[config.mk]
export PLATFORM = sky130hd
export DESIGN_NAME = io_digit_engine
export DESIGN_NICKNAME = d
export VERILOG_FILES = /design/src/rtl/io_digit_engine.sv
export SDC_FILE = /design/constraint.sdc
export NUM_CORES = 1
export LEC_CHECK = 0
export CAP_MARGIN = 20
export CORE_MARGIN = 4
export CORE_UTILIZATION = 35
export DETAILED_ROUTE_END_ITERATION = 12
export GPL_TIMING_DRIVEN = 0
export HOLD_SLACK_MARGIN = 0.1
export PLACE_DENSITY = 0.68
export SLEW_MARGIN = 15
export SYNTH_ARGS = -nofsm -noshare
export SYNTH_HDL_FRONTEND = slang
export SYNTH_SLANG_ARGS = --single-unit
[constraint.sdc]
create_clock -name clk -period 2.25 [get_ports clk]
set_input_delay 0.675 -clock clk [delete_from_list [all_inputs] [get_ports clk]]
set_output_delay 0.675 -clock clk [all_outputs]
set_load 0.01 [all_outputs]
[src/rtl/io_digit_engine.sv]
// rtl/io_digit_engine.sv - digit-serial I/O engine with input code FIFO and output symbol sequencer
module io_digit_engine #(
    parameter int WORD_W     = 30,
    parameter int FIFO_DEPTH = 4
) (
    input  logic              clk,
    input  logic              reset,
    input  logic              mode_dec,
    input  logic              continuous,
    input  logic              in_start,
    input  logic              in_stop,
    input  logic              in_val_from_dev,
    input  logic [4:0]        in_data_from_dev,
    output logic              in_rdy_to_dev,
    output logic              in_active,
    output logic [WORD_W-1:0] in_word,
    output logic              in_sign,
    output logic              in_word_valid,
    input  logic              in_word_ack,
    output logic              in_overflow,
    input  logic              out_start,
    input  logic [WORD_W-1:0] out_word,
    input  logic              out_sign,
    input  logic              out_stop,
    output logic              out_rdy_to_dev,
    input  logic              out_ack_from_dev,
    output logic [4:0]        out_data_to_dev,
    output logic              out_active,
    output logic              out_done
);

    localparam int AW    = (FIFO_DEPTH > 1) ? $clog2(FIFO_DEPTH) : 1;
    localparam int CW    = AW + 1;
    localparam int NDIG3 = (WORD_W + 2) / 3;
    localparam int NDIG4 = (WORD_W + 3) / 4;
    localparam int PW3   = NDIG3 * 3;
    localparam int PW4   = NDIG4 * 4;
    localparam int SW    = (PW3 > PW4) ? PW3 : PW4;
    localparam int IW    = $clog2(NDIG3 + 2) + 1;

    typedef enum logic [1:0] {O_IDLE, O_RDY, O_ACK, O_NEXT} o_state_t;

    logic [4:0]        fifo_mem [FIFO_DEPTH];
    logic [AW-1:0]     wr_ptr;
    logic [AW-1:0]     rd_ptr;
    logic [CW-1:0]     fifo_count;
    logic              mode_reg;

    logic              in_start_acc;
    logic              out_start_acc;
    logic              push;
    logic              pop;
    logic [4:0]        head;
    logic [4:0]        head_m;
    logic              pop_digit;
    logic              pop_neg;
    logic              pop_pos;
    logic              pop_write;
    logic              pop_end;
    logic              ack_fire;
    logic              in_end;
    logic [WORD_W-1:0] digit_word;
    logic              digit_lost;

    o_state_t          o_state;
    logic [IW-1:0]     o_index;
    logic [SW-1:0]     o_shift;
    logic [IW-1:0]     ndig;
    logic [SW-1:0]     shift_adv;
    logic [3:0]        next_digit;
    logic [4:0]        next_code;
    logic [SW-1:0]     load_shift;

    // Session arbitration: stop beats start, input beats output, sessions are exclusive
    assign in_start_acc  = in_start && !in_stop && !in_active && !out_active;
    assign out_start_acc = out_start && !out_stop && !out_active && !in_active && !in_start_acc;

    assign in_rdy_to_dev = in_active && (fifo_count != CW'(FIFO_DEPTH));
    assign push          = in_rdy_to_dev && in_val_from_dev;
    assign pop           = in_active && (fifo_count != '0) && !in_word_valid;
    assign head          = fifo_mem[rd_ptr];
    assign head_m        = head & 5'b10111;
    assign pop_digit     = pop && head[4];
    assign pop_neg       = pop && (head_m == 5'b00010);
    assign pop_pos       = pop && (head_m == 5'b00011);
    assign pop_write     = pop && (head_m == 5'b00110);
    assign pop_end       = pop && (head_m == 5'b00111);
    assign ack_fire      = in_word_valid && in_word_ack;
    assign in_end        = in_active && (in_stop || pop_end || (ack_fire && !continuous));

    // Digit shift-in and detection of nonzero bits falling off the top of the word
    always_comb begin
        digit_word = '0;
        digit_lost = 1'b0;
        if (mode_reg) begin
            digit_word = (in_word << 4) | WORD_W'(head[3:0]);
            digit_lost = |in_word[WORD_W-1 -: 4];
        end else begin
            digit_word = (in_word << 3) | WORD_W'(head[2:0]);
            digit_lost = |in_word[WORD_W-1 -: 3];
        end
    end

    // Output symbol generation: word is left-aligned so the first digit sits at the top
    always_comb begin
        ndig       = mode_reg ? IW'(NDIG4) : IW'(NDIG3);
        shift_adv  = o_shift;
        if (o_index != '0) begin
            shift_adv = mode_reg ? (o_shift << 4) : (o_shift << 3);
        end
        next_digit = mode_reg ? shift_adv[SW-1 -: 4] : {1'b0, shift_adv[SW-1 -: 3]};
        next_code  = mode_reg ? {1'b1, next_digit} : {2'b10, next_digit[2:0]};
        if (o_index == ndig) begin
            next_code = 5'b00110;
        end
        load_shift = mode_dec ? (SW'(out_word) << (SW - PW4)) : (SW'(out_word) << (SW - PW3));
    end

    // FIFO storage; occupancy is tracked by fifo_count so contents need no reset
    always_ff @(posedge clk) begin
        if (push) begin
            fifo_mem[wr_ptr] <= in_data_from_dev;
        end
    end

    // Digit width is fixed for the whole session at the accepted start
    always_ff @(posedge clk) begin
        if (reset) begin
            mode_reg <= 1'b0;
        end else if (in_start_acc || out_start_acc) begin
            mode_reg <= mode_dec;
        end
    end

    // Input session control, FIFO pointers and code decode into word/sign
    always_ff @(posedge clk) begin
        if (reset) begin
            in_active     <= 1'b0;
            wr_ptr        <= '0;
            rd_ptr        <= '0;
            fifo_count    <= '0;
            in_word       <= '0;
            in_sign       <= 1'b0;
            in_word_valid <= 1'b0;
            in_overflow   <= 1'b0;
        end else if (in_start_acc) begin
            in_active     <= 1'b1;
            in_overflow   <= 1'b0;
            wr_ptr        <= '0;
            rd_ptr        <= '0;
            fifo_count    <= '0;
            in_word_valid <= 1'b0;
        end else if (in_end) begin
            in_active     <= 1'b0;
            wr_ptr        <= '0;
            rd_ptr        <= '0;
            fifo_count    <= '0;
            in_word_valid <= 1'b0;
            if (ack_fire) begin
                in_word <= '0;
                in_sign <= 1'b0;
            end
        end else if (in_active) begin
            if (push) begin
                wr_ptr <= wr_ptr + AW'(1);
            end
            if (pop) begin
                rd_ptr <= rd_ptr + AW'(1);
            end
            fifo_count <= fifo_count + CW'(push) - CW'(pop);
            if (ack_fire) begin
                in_word_valid <= 1'b0;
                in_word       <= '0;
                in_sign       <= 1'b0;
            end else if (pop_digit) begin
                in_word <= digit_word;
                if (digit_lost) begin
                    in_overflow <= 1'b1;
                end
            end else if (pop_neg) begin
                in_sign <= 1'b1;
            end else if (pop_pos) begin
                in_sign <= 1'b0;
            end else if (pop_write) begin
                in_word_valid <= 1'b1;
            end
        end
    end

    // Output FSM: sign, digits MSB first, end code, each with a 4-phase handshake
    always_ff @(posedge clk) begin
        if (reset) begin
            o_state         <= O_IDLE;
            o_index         <= '0;
            o_shift         <= '0;
            out_rdy_to_dev  <= 1'b0;
            out_data_to_dev <= 5'b00000;
            out_active      <= 1'b0;
            out_done        <= 1'b0;
        end else begin
            out_done <= 1'b0;
            if (out_stop) begin
                o_state         <= O_IDLE;
                out_rdy_to_dev  <= 1'b0;
                out_data_to_dev <= 5'b00000;
                out_active      <= 1'b0;
            end else begin
                case (o_state)
                    O_IDLE: begin
                        if (out_start_acc) begin
                            o_state         <= O_RDY;
                            o_index         <= '0;
                            o_shift         <= load_shift;
                            out_rdy_to_dev  <= 1'b1;
                            out_data_to_dev <= {4'b1111, out_sign};
                            out_active      <= 1'b1;
                        end
                    end
                    O_RDY: begin
                        if (out_ack_from_dev) begin
                            o_state        <= O_ACK;
                            out_rdy_to_dev <= 1'b0;
                        end
                    end
                    O_ACK: begin
                        if (!out_ack_from_dev) begin
                            o_state <= O_NEXT;
                        end
                    end
                    O_NEXT: begin
                        if (o_index == ndig + IW'(1)) begin
                            o_state         <= O_IDLE;
                            out_data_to_dev <= 5'b00000;
                            out_active      <= 1'b0;
                            out_done        <= 1'b1;
                        end else begin
                            o_state         <= O_RDY;
                            o_index         <= o_index + IW'(1);
                            o_shift         <= shift_adv;
                            out_data_to_dev <= next_code;
                            out_rdy_to_dev  <= 1'b1;
                        end
                    end
                    default: o_state <= O_IDLE;
                endcase
            end
        end
    end

endmodule

Yosys cells after proc, flatten, opt, wreduce, memory -nomap -nowiden

Memories as Yosys holds them, arrays and structs flattened. A register that Yosys moved wholly into a read port is not among the register bits.
Index checks and enable logic that the tools add are counted.

Shifts and indexed selects: 0
Equality and inequality tests: 20
Muxes and demuxes: 53
Order comparisons: 0
Add/subtract/negate cells: 6
Bitwise gates (word level): 7
Multiply operators: 0
Reduce and logical (&&, ||, !) cells: 57
Div/mod/pow operators: 0

Operator list:

| cell                                                                  | count |
|---|---|
| 30-bit two-way mux                                                    | 6 |
| 32-bit two-way mux                                                    | 5 |
| 32-bit case mux with 2 select lines                                   | 1 |
| 30-bit by 3-bit bitwise OR with 30-bit output                         | 1 |
| 30-bit by 4-bit bitwise OR with 30-bit output                         | 1 |
| 5-bit two-way mux                                                     | 5 |
| 1-bit two-way mux                                                     | 23 |
| 5-bit case mux with 2 select lines                                    | 2 |
| 5-bit AND reduction                                                   | 4 |
| 1-bit logical AND                                                     | 19 |
| 2-bit != test, second input constant                                  | 7 |
| 2-bit two-way mux                                                     | 6 |
| 4-bit AND reduction                                                   | 3 |
| 2-bit nonzero test                                                    | 5 |
| 3-bit nonzero test                                                    | 3 |
| 3-bit OR reduction                                                    | 3 |
| 4-bit by 2-bit equality test with 1-bit output, second input constant | 2 |
| 4-bit by 3-bit equality test with 1-bit output, second input constant | 2 |
| 4-bit two-way mux                                                     | 2 |
| 2-bit case mux with 4 select lines                                    | 1 |
| 1-bit zero test                                                       | 7 |
| 2-bit by 1-bit != test with 1-bit output, second input constant       | 3 |
| 2-bit AND reduction                                                   | 3 |
| 3-bit AND reduction                                                   | 2 |
| 18 further kinds                                                      | 27 |

Bits in writable memories: 20
Input port bits: 47
Bits in read-only memories: 0
Memories: 1
Bits in registers: 89
Latch bits: 0
Logic and storage cells: 161

Memory list:

| name     | words | bits a word | read ports | clocked after Yosys merged registers in | wr ports | line | source |
|---|---|---|---|---|---|---|---|
| fifo_mem | 4     | 5           | 1          | 1                                       | 1        | 43   | `logic [4:0] fifo_mem [FIFO_DEPTH];` |

Logic depth before layout (Yosys ltp)

Word-level depth: 10
Depth in mapped cells: 14
Mapped depth without buffers: 13

Worst setup path before layout

OpenSTA, ideal clock, no wires.

Path kind: register -> register
Start point: register in_active
End point: register fifo_count[2]
Stages on the path, launching flop included: 15
Data arrival time: 2.604 ns
Required time: 2.186 ns
Slack: -0.418 ns
Cell sequence: dfxtp_1 buf_2 inv_1 a21oi_1 and2_1 inv_1 ha_1 inv_1 ha_1 fa_1 xnor2_1 nand3b_1 nor3_1 a21oi_1 nor2_1

Elaborated cells on any way between the ends: 14
Those cells by class: add/sub (2); reduce/logical (12)

RTL lines:

| element                                     | line | source |
|---|---|---|
| from (decl)                                 | 15   | `output logic in_active,` |
| from (signal assigned)                      | 138  | `in_active <= 1'b0;` |
| from (signal assigned)                      | 147  | `in_active <= 1'b1;` |
| from (signal assigned)                      | 154  | `in_active <= 1'b0;` |
| 1-bit logical AND                           | 78   | `assign in_rdy_to_dev = in_active && (fifo_count != CW'(FIFO_DEPTH));` |
| net in_rdy_to_dev                           | 14   | `output logic in_rdy_to_dev,` |
| 1-bit logical AND                           | 79   | `assign push = in_rdy_to_dev && in_val_from_dev;` |
| 3-bit by 1-bit adder with 3-bit output      | 170  | `fifo_count <= fifo_count + CW'(push) - CW'(pop);` |
| 3-bit by 1-bit subtractor with 3-bit output | 170  |  |
| to (signal assigned)                        | 170  |  |
| to (decl)                                   | 46   | `logic [CW-1:0] fifo_count;` |

The timed path passes the listed nets, and every way through them passes these cells.
A chain may end at the register's enable or synchronous reset.

Worst setup path after layout

Start point: input port in_val_from_dev
End point: register fifo_count[2]

Cells in the longest elaborated chain, start to end: 3

Ends and longest elaborated chain:

| element                                     | line | source |
|---|---|---|
| from (decl)                                 | 12   | `input logic in_val_from_dev,` |
| 1-bit logical AND                           | 79   |  |
| 3-bit by 1-bit adder with 3-bit output      | 170  |  |
| 3-bit by 1-bit subtractor with 3-bit output | 170  |  |

No other way between the ends.

==> impl_metrics.csv <==
group,metric,value,unit
clock_tree,clk_pin_slew,0.08,ns
timing,finalWorstPathRequiredPeriod,2.25,ns
critical_path,cp_num_buf_inv,4,
critical_path,critical-path-top-delay-family,"adder cells",
synth,avgSynthCellArea,9.77,µm²
layout,drive_gt1_frac,0.222,
clock_tree,htreeDepth,3,
synth,ys.flop_type,"dfxtp_1",
synth,netlist_area,5820,µm²
min_path,worstHoldStart,"in_word[28]$_SDFFE_PP0P_",
global_route,grt_pass1_wl,24300,µm
route,drc,0,
floorplanning,pin_count,90,
floorplanning,die_y,137,µm
critical_path,crit_fanout,5,
critical_path,crit_slowest_cell,"fa_2",
clock_tree,clk_latency,0.36,ns
layout,insertedDiodeCount,0,
place,dp.final_hpwl,11200,µm
layout,fillers,1520,
timing,worst_pin_slew,0.606,ns
critical_path,cp-start-kind,"input port",
floorplanning,die_area,18800,µm²
route,drt_iter0_drc,287,
timing,finalCritPeriodShare,1.00,
timing,max_freq,0.444,GHz
timing,skew,0.00999,ns
run_status,outcome,"finished clean",
critical_path,path_cells,"clkdlybuf4s15_1 > and2_4 > inv_2 > ha_4 > inv_2 > ha_4 > fa_2 > xnor2_2 > buf_4 > o31ai_2 > a21oi_1 > nor2_1",
global_route,grt_max_degree,22,
synth,ys_ff_latch,111,
timing,slew_headroom,0.586,
power_and_ir_drop,peakVddDrop,0.323,mV
route,postRouteAntennaNets,0,
layout,syn_to_final_growth,33.3,%
layout,instances_no_fill,941,
timing,rsz0062_at_grt,"true",
synth,synth_edf_count,20,
clock_tree,clockBufferDepth,2,
route,drt-total-wl,15400,µm
critical_path,critPathCaptureType,"flop",
route,routedWlPerCell,16.4,µm
job,maxCapViolCount,0,
floorplanning,start_util,0.361,
global_route,grt_usage,0.164,
layout,layout.nets,781,
floorplanning,core-area,16100,µm²
layout,regMostFlops,"o_shift",
floorplanning,die_w,137,µm
critical_path,reg2reg_from,"fifo_count[0]$_SDFFE_PP0P_",
global_route,antenna_found_initial,0,
route,via_count,4915,
clock_tree,cts.sinks,111,
clock_tree,hold_buffers,0,
synth,async_flop_share,0,
place,place_congestion,0.852,
critical_path,cp.arrival,2.55,ns
global_route,grt_overflow_total,0,
floorplanning,rows,46,
synth,yosysSeqAreaShare,0.416,
critical_path,critical_path_class,"in -> reg",
min_path,min_path_type,"reg -> reg",
clock_tree,cts_root_buffer,"clkbuf_16",
place,io_buffers,88,
synth,synth.distinct_cells,54,
power_and_ir_drop,power_density,569,nW/µm²
timing,hold_viol_final,0,
power_and_ir_drop,power.static_leakage,2.63,nW
place,dp_cells,900,
critical_path,cp.required,2.55,ns
route,routed_via_density,5.22,
synth,ys_warn_count,0,
timing,timing.final.max_slew_violations,0,
timing,setup_viol_count_final,0,
critical_path,cpPeakStageDelay,0.37,ns
clock_tree,cts_tree,"yes",
layout,reg.largest.list,"o_shift (32), in_word (30), fifo_mem (20)",
power_and_ir_drop,finalPower,4.42,mW
synth,synthCells,596,
synth,syn-num-nets,657,
clock_tree,cts_inserted_buffers,9,
layout,largest_reg_flops,32,
global_route,grt_pass1_vias,4697,
critical_path,crit_start,"in_val_from_dev",
route,drtPass1Iterations,7,
==> final timing paths <==
check	to	slack, ns	cells past startpoint
worst min register to register	in_word[28]$_SDFFE_PP0P_	0.48	2
worst max register to register	fifo_count[2]$_SDFFE_PP0P_	0.00002	13
worst max-delay path	fifo_count[2]$_SDFFE_PP0P_	0.00002	12
worst min-delay path	in_word[28]$_SDFFE_PP0P_	0.48	2
==> metal layers <==
metal  up-vias  track usage  wire length [µm]
met5         -            0                 0
met3        19       0.0338               903
met2       118        0.268              7300
met4         0       0.0610               276
met1      2345        0.213              6960
li1       2433            -                 -
==> where the power goes <==
group | switching, mW | total (mW) | leakage, nW | internal [mW]
registers | 0.0328 | 2.09 | 0.920 | 2.06
logic | 0.304 | 0.610 | 1.56 | 0.306
clock network | 0.820 | 1.72 | 0.154 | 0.900
==> worst min-delay path, cell delays in order (launching register included) <==
cell	delay [ns]
dfxtp_1	0.32
nand2_1	0.05
o21ai_0	0.06
==> cell families after synthesis <==
group,after synthesis,share of synthesized area
compound gates,133,0.165
fa+ha+maj,14,0.0314
xor+xnor,7,0.0105
buf+inv,56,0.0453
mux,96,0.185
simple gates,179,0.147
flops,111,0.416
==> repair_timing <==
action,4_1_cts,5_1_grt
pin swaps,24,13
gates resized for setup,32,23
buffers inserted,13,12
cloned,4,0
endpoints found under the setup margin,70,72
==> placed cells by master, fill, tap and decap left out, types with 3 or more instances in the layout <==
cell type,n
clkdlybuf4s50_1,83
mux4_2,6
clkbuf_1,14
buf_12,3
clkbuf_2,7
a211oi_1,5
a21oi_1,38
buf_6,4
nand2b_1,5
nor2b_1,5
inv_1,12
nand4_1,4
buf_2,9
and3_1,5
dfxtp_1,86
a211oi_2,23
xnor2_1,3
a31oi_1,5
nand3_1,9
o22ai_1,3
buf_16,3
xor2_1,3
nand2_1,46
mux2i_1,59
edfxtp_1,20
nor2_1,53
o21ai_0,34
clkbuf_16,9
buf_4,23
mux2_2,31
buf_8,3
a32o_1,5
nand3b_1,3
dfxtp_4,3
ha_1,10
inv_6,3
nor3_1,29
==> final cells by class <==
class,instances,area (µm²),share of cell area
buffer,36,216,0.0279
clock buffer,9,225,0.0290
multi-input combinational,429,3260,0.420
tap,216,270,0.0348
inverter,16,66.3,0.00854
clock inverter,7,98.8,0.0127
sequential,111,2440,0.314
timing repair buffer,117,1190,0.153
==> metrics by stage <==
stage	hold slack [ns]	TNS [ns]	instance area, µm²	utilization	setup slack, ns
after floorplan	0.445	-0.0817	5890	-	-0.0817
after global placement	0.467	-42.62	7040	0.437	-0.701
after detailed placement	0.474	-44.24	7040	0.437	-0.743
after CTS	0.486	0	7650	0.475	0.000860
after global routing	0.506	-0.119	7760	0.482	-0.113
final	0.477	0	7760	0.482	0.0000155
==> synthesized netlist by cell type (3+ instances only) <==
cell type	count	share of area
nand2_1	47	0.030
nand4_1	4	0.0043
buf_6	4	0.0077
nand3_1	9	0.0077
o22ai_1	3	0.0032
a21oi_1	39	0.034
nand3b_1	3	0.0039
nor2b_1	6	0.0064
a32o_1	5	0.0086
mux2_2	31	0.060
a31oi_1	5	0.0054
buf_2	10	0.0086
nand2b_1	5	0.0054
xor2_1	3	0.0045
a211oi_1	5	0.0064
xnor2_1	4	0.0060
o21ai_0	35	0.030
dfxtp_1	91	0.31
mux2i_1	59	0.10
mux4_2	6	0.023
edfxtp_1	20	0.10
nor3_1	32	0.028
a311oi_1	3	0.0045
clkbuf_1	22	0.014
inv_1	15	0.0097
nor2_1	54	0.035
ha_1	13	0.028
a211oi_2	23	0.049
buf_4	3	0.0039
and3_1	5	0.0054
Power figures use the tool's default switching activity.
